<file path="src/rtl/bcd_seg_scanner.sv">
// rtl/bcd_seg_scanner.sv - multiplexes packed BCD digits onto one 7-segment bus with one-hot digit enables
// Optional: define LEADING_ZERO_BLANK_EN to blank leading zero digits.
module bcd_seg_scanner #(
    parameter int NUM_DIGITS  = 4,
    parameter int REFRESH_DIV = 4,
    parameter int IDX_W       = 2
) (
    input  logic                    clk,
    input  logic                    rst,
    input  logic                    en,
    input  logic [4*NUM_DIGITS-1:0] bcd_in,
    output logic [6:0]              seg,
    output logic [NUM_DIGITS-1:0]   an,
    output logic                    frame_done
);

    localparam int PRE_W = $clog2(REFRESH_DIV);
    localparam logic [PRE_W-1:0] PRE_LAST = PRE_W'(REFRESH_DIV - 1);
    localparam logic [IDX_W-1:0] IDX_LAST = IDX_W'(NUM_DIGITS - 1);

    logic [PRE_W-1:0]        prescaler;
    logic [IDX_W-1:0]        digit_idx;
    logic [4*NUM_DIGITS-1:0] shadow;
    logic [3:0]              cur_digit;
    logic [NUM_DIGITS-1:0]   onehot;
    logic                    blank;

    function automatic logic [6:0] decode(input logic [3:0] d);
        case (d)
            4'd0:    decode = 7'h3F;
            4'd1:    decode = 7'h06;
            4'd2:    decode = 7'h5B;
            4'd3:    decode = 7'h4F;
            4'd4:    decode = 7'h66;
            4'd5:    decode = 7'h6D;
            4'd6:    decode = 7'h7D;
            4'd7:    decode = 7'h07;
            4'd8:    decode = 7'h7F;
            4'd9:    decode = 7'h6F;
            default: decode = 7'h40;
        endcase
    endfunction

    // Compare-based selection keeps out-of-range index values harmless for non power-of-2 digit counts.
    always_comb begin
        cur_digit = 4'd0;
        onehot    = '0;
        blank     = 1'b0;
        for (int i = 0; i < NUM_DIGITS; i++) begin
            if (digit_idx == IDX_W'(i)) begin
                cur_digit = shadow[4*i +: 4];
                onehot[i] = 1'b1;
`ifdef LEADING_ZERO_BLANK_EN
                if (i != 0 && (shadow >> (4*i)) == '0)
                    blank = 1'b1;
`endif
            end
        end
    end

    // Outputs are registered from the pre-advance index, so they lag digit_idx by one cycle.
    always_ff @(posedge clk or negedge rst) begin
        if (!rst) begin
            prescaler  <= '0;
            digit_idx  <= '0;
            shadow     <= '0;
            seg        <= 7'h00;
            an         <= '0;
            frame_done <= 1'b0;
        end else if (en) begin
            an  <= onehot;
            seg <= blank ? 7'h00 : decode(cur_digit);
            if (prescaler == PRE_LAST) begin
                prescaler <= '0;
                if (digit_idx == IDX_LAST) begin
                    digit_idx  <= '0;
                    shadow     <= bcd_in;
                    frame_done <= 1'b1;
                end else begin
                    digit_idx  <= digit_idx + 1'b1;
                    frame_done <= 1'b0;
                end
            end else begin
                prescaler  <= prescaler + 1'b1;
                frame_done <= 1'b0;
            end
        end else begin
            an         <= '0;
            seg        <= 7'h00;
            frame_done <= 1'b0;
        end
    end

endmodule
</file>
<file path="config.mk">
export PLATFORM = sky130hd
export DESIGN_NAME = bcd_seg_scanner
export DESIGN_NICKNAME = d
export VERILOG_FILES = /design/src/rtl/bcd_seg_scanner.sv
export SDC_FILE = /design/constraint.sdc
export NUM_CORES = 1
export LEC_CHECK = 0
export ABC_CLOCK_PERIOD_IN_PS = 3200
export CAP_MARGIN = 20
export CORE_MARGIN = 2
export CORE_UTILIZATION = 54
export CTS_CLUSTER_SIZE = 40
export DETAILED_ROUTE_END_ITERATION = 8
export GPL_ROUTABILITY_DRIVEN = 0
export GPL_TIMING_DRIVEN = 0
export PLACE_DENSITY = 0.9
export REMOVE_ABC_BUFFERS = 1
export SYNTH_ARGS = -nofsm -noshare
export SYNTH_HDL_FRONTEND = slang
export SYNTH_SLANG_ARGS = --single-unit
</file>
<file path="constraint.sdc">
create_clock -name clk -period 3.2 [get_ports clk]
set_input_delay 0.64 -clock clk [delete_from_list [all_inputs] [get_ports clk]]
set_output_delay 0.64 -clock clk [all_outputs]
set_load 0.01 [all_outputs]
</file>
==> reports/metrics.yaml, run 1 <==
synth_cells: 122
drive_above_1_share: 0.210
drt_iter0_drc: 32
max_freq_mhz: 411
nets: 185
power_density_mw_per_mm2: 974
finalMaxSlewViolations: 0
syn2layout_area_growth_pct: 25.7
critPathMaxFanout: 9
setup.worst_path.end_class: "register"
ios: 31
clock-root-buffer: "clkbuf_4"
grt_pass1_vias: 1107
ys_warn_count: 0
postSynth.asyncResetShare: 1.00
antenna_found_initial: 0
gr-usage-all-layers: 0.194
htree_levels: 2
yosys-top-cells-area: "dfrtp_1 (51%), mux2_2 (15%), ha_1 (8.0%), a211o_1 (2.2%), mux2i_1 (1.9%)"
cts_tree: "done"
drv_cap: 0
final.setup.tns_ns: 0
whs_ns: 0.504
layout_setup_ws_ns: 0.769
holdPathEnd: "shadow[9]"
leakage_nw: 0.936
wire_per_inst_um: 14.6
period_needed_ns: 2.43
holdPathStages: 1
regToRegEndpoint: "seg[3]"
core_area_mm2: 0.00276
r2r_start: "digit_idx[1]"
syn-cell-area_mm2: 0.00157
relSlewSlack: 0.524
via_per_inst: 5.77
rows: 19
antenna-diode-count: 0
ant_nets: 0
overflow: 0
cts-hold-fix-buffers: 0
synth_edf_count: 0
clock_latency_ns: 0.34
r2r_cells: 8
die_area_mm2: 0.00335
synth_top_area_frac: 0.511
wl_um: 2740
min_path_type: "register to register"
clock_sink_count: 32
tightest_slew_ns: 0.712
clk_pin_slew_ns: 0.10
synth.distinct_cells: 30
cp.required_ns: 3.46
rrSetupSlack_ns: 0.77
grt_pass1_wl_um: 4750
clk_path_buf_depth: 2
place_ws_ns: 0.669
fin_skew_ns: 0.00520
finalCritPeriodShare: 0.760
start_kind: "register"
hpwlAfterDp_um: 2130
cts_resized: 0
drc: 0
ys_ff_latch: 32
synth_ff_type: "dfrtp_1"
worstSetupPathType: "register to register"
grt_max_degree: 20
outcome: "complete, no violations"
synth_commonest_cells: "dfrtp_1 (32), mux2_2 (21), ha_1 (10), inv_1 (8), a211o_1 (4)"
cts_made_buffers: 5
io_buffers: 30
post_cts_buffers: 0
rsz0062_at_grt: "false"
setup_viol: 0
synth.most_common_cell: "dfrtp_1"
hold_violations: 0
die_y_um: 57.9
initial_core_util: 0.568
arrival_ns: 2.69
syn_area_per_cell_um2: 12.8
die_w_um: 57.9
synth.largest_area_cell: "dfrtp_1"
worstHoldStart: "shadow[9]"
drt_pass1_iterations: 4
ys_seq_area_frac: 0.511
via_count: 1085
vdd_drop_max_uv: 762
worst max-delay path, stage by stage, from the launching register on:
cell and delay (ns):
dfrtp_1 0.42, inv_1 0.09, ha_1 0.33, and3b_1 0.25, a2111oi_4 0.42, nor2_1 0.14, ha_1 0.31, mux2_2 0.28
o22ai_1 0.10
placed cells by master, fill, tap and decap left out, types with 4 or more instances in the layout:
cell type / count
ha_1: 10
a211o_1: 4
dfrtp_1: 32
inv_1: 8
clkdlybuf4s50_1: 30
clkbuf_4: 5
mux2_2: 21
final cells by class:
| type | instances | area [µm²] |
|---|---|---|
| Tap cell | 31 | 38.8 |
| Clock inverter | 2 | 10.0 |
| Clock buffer | 6 | 51.3 |
| Multi-Input combinational cell | 78 | 711 |
| Sequential cell | 32 | 801 |
| Timing Repair Buffer | 31 | 328 |
| Inverter | 8 | 30.0 |
| Fill cell | 198 | 788 |
logic make-up (layout without fill, tap and decap cells):
kind of cell             count (synthesis)  count (layout)  share of synthesized area
adder cells (fa/ha/maj)                 10              10                     0.0799
multiplexers                            24              24                      0.170
flip-flops                              32              32                      0.511
AND/OR/NAND/NOR                         23              23                     0.0879
AO/OA/AOI/OAI                           21              21                      0.116
buffers and inverters                   12              47                     0.0351
worst max-delay path by stage:
stage / start / end / cells after the start / slack, ns
2_1_floorplan: digit_idx[1] / seg[3] / 8 / 1.00
3_3_place_gp: en / shadow[15] / 4 / 0.70
3_5_place_dp: en / shadow[8] / 4 / 0.67
4_1_cts: digit_idx[1] / seg[3] / 8 / 0.77
5_1_grt: digit_idx[1] / seg[4] / 9 / 0.63
6_report: digit_idx[1] / seg[3] / 8 / 0.77
state kept, by name, indices dropped and copies added (netlist names):
register / flops
shadow: 16
seg: 7
an: 4
digit_idx: 2
prescaler: 2
frame_done: 1
power by group:
part	switching, mW	leakage, nW	internal (mW)	total [mW]
clock	0.135	0.0380	0.104	0.239
combinational	0.493	0.485	0.529	1.02
sequential	0.0826	0.413	0.574	0.656
total	0.710	0.936	1.21	1.92
routing by layer:
metal	wire length, µm	up-vias	GRT usage
li1	-	509	-
met1	1030	524	0.212
met3	185	12	0.0513
met5	0	-	0
met4	89	0	0.140
met2	1440	40	0.325
metrics by stage:
stage | cell area (µm²) | power, mW | cells | util
2_1_floorplan | 1540 | 1.38 | 118 | -
3_3_place_gp | 1880 | 1.62 | 179 | 0.682
3_5_place_dp | 1910 | 1.69 | 180 | 0.692
4_1_cts | 1970 | 1.93 | 188 | 0.714
5_1_grt | 1970 | 2.07 | 188 | 0.714
6_report | 1970 | 1.92 | 188 | 0.714
Power figures use the tool's default switching activity.
==> run 2: changes to the inputs <==
- ABC_CLOCK_PERIOD_IN_PS: 3200 -> 1980
- CORE_UTILIZATION: 54 -> 46
- PLACE_DENSITY: 0.9 -> 0.82
- clock period: 3.2 -> 1.98 ns (I/O delays scaled with it)
==> reports/metrics.yaml, run 2 (same netlist as run 1, synthesis figures left out) <==
dpl.cell_count: 195
fin_util: 0.636
htree_levels: 2
crit_cells: 8
grt_max_degree: 18
swShare: 0.366
hold_violations: 0
overflow: 0
gr-usage-all-layers: 0.173
clk_pin_slew_ns: 0.10
p_comb_frac: 0.573
min_path_type: "input port to asynchronous set/reset pin"
grt_pass1_wl_um: 5200
cp.required_ns: 2.18
finalCritPeriodShare: 1.04
largest_reg_flops: 16
drive_above_1_share: 0.301
grt_pass1_vias: 1127
clock_latency_ns: 0.33
path_cells: "inv_1 > ha_4 > a211oi_1 > a211o_1 > inv_2 > ha_1 > nor2_1 > o41a_1"
leakage_nw: 0.964
final.setup.tns_ns: -0.254
max_freq_mhz: 487
drc: 0
p_int_mw: 2.16
io_buffers: 30
cts_made_buffers: 5
via_per_inst: 5.24
switchingPower_mw: 1.24
die_w_um: 62.4
layout_common_cells: "dfrtp_1 (31), clkdlybuf4s50_1 (30), mux2_2 (21)"
pwr-share-clk: 0.110
nets: 191
rows: 21
layout_commonest_cell: "dfrtp_1"
die_y_um: 62.4
clk_path_buf_depth: 2
fin_cells: 209
ios: 31
crit_buf_inv: 2
outcome: "finished, violations left"
antenna-diode-count: 0
cts_tree: "done"
worstSetupPathType: "register to register"
crit_family: "compound AO/OA/AOI/OAI gates"
drt_pass1_iterations: 4
layout_setup_ws_ns: -0.0718
place_area_mm2: 0.00193
rsz0062_at_grt: "true"
clock-root-buffer: "clkbuf_4"
antenna_found_initial: 0
critPathMaxFanout: 9
critPathMaxStageDelay_ns: 0.45
arrival_ns: 2.25
cp_slowest_cell: "dfrtp_2"
ant_nets: 0
drt_iter0_drc: 29
tightest_slew_ns: 0.783
clock_sink_count: 32
setup.worst_path.end_class: "register"
period_needed_ns: 2.05
syn2layout_area_growth_pct: 34.4
cts-hold-fix-buffers: 0
initial_core_util: 0.473
fin_skew_ns: 0.0139
reg.largest.list: "shadow x16, seg x7, an x4"
vdd_drop_max_uv: 470
core_area_mm2: 0.00331
violations: "negative setup slack"
fillers: 254
via_count: 1095
setup_viol: 7
stdcell_area_mm2: 0.00211
place_ws_ns: -0.466
largest_register: "shadow"
start_kind: "register"
drv_cap: 0
wire_per_inst_um: 14.8
finalMaxSlewViolations: 0
p_seq_frac: 0.317
power_density_mw_per_mm2: 1620
whs_ns: 0.516
total_power_mw: 3.40
relSlewSlack: 0.476
hpwlAfterDp_um: 2150
r2r_cells: 8
wl_um: 3090
die_area_mm2: 0.00389
## run 2: cell count changes in the layout (fill, tap and decap cells not counted), sizes merged
cell,change
buf,+6
clkbuf,+2
clkinv,-2
## run 2: what timing repair did
action	4_1_cts	5_1_grt
buffers inserted	6	0
resized for setup	16	2
pin swaps	8	1
setup endpoints to repair	23	7
## run 2: path summary, 6_finish.rpt
kind / end / slack, ns / from
min in group clk: shadow[1] / 0.52 / shadow[1]
hold / removal: seg[3] / 0.52 / rst
setup reg to reg: seg[6] / -0.07 / digit_idx[0]
max in group asynchronous: digit_idx[0] / 0.90 / rst
setup / recovery: seg[6] / -0.07 / digit_idx[0]
hold reg to reg: shadow[1] / 0.52 / shadow[1]
## run 2: area by class of cell
type	instances	area [µm²]	area share
inverter	8	30.0	0.0143
multi-input combinational	78	768	0.365
timing repair buffer	37	389	0.185
clock buffer	8	58.8	0.0279
sequential	32	802	0.381
tap	46	57.6	0.0273
## run 2: metal layers
metal | track usage | vias up | wire, µm
li1 | - | 520 | -
met2 | 0.307 | 31 | 1610
met3 | 0.0489 | 8 | 130
met5 | 0 | - | 0
met1 | 0.184 | 536 | 1270
met4 | 0.0972 | 0 | 74
## run 2: power groups by stage
stage,clock network (mW),logic (mW),registers (mW)
floorplan,0,1.14,1.09
global placement,0,1.57,1.06
detailed placement,0,1.63,1.08
CTS,0.390,1.90,1.07
global route,0.416,2.12,1.11
finish,0.375,1.95,1.08
==> run 3: changes to the inputs <==
- HOLD_SLACK_MARGIN: unset -> 0.12
==> results of run 3 <==
No change in the layout: final DEF, timing and power equal those of run 2.
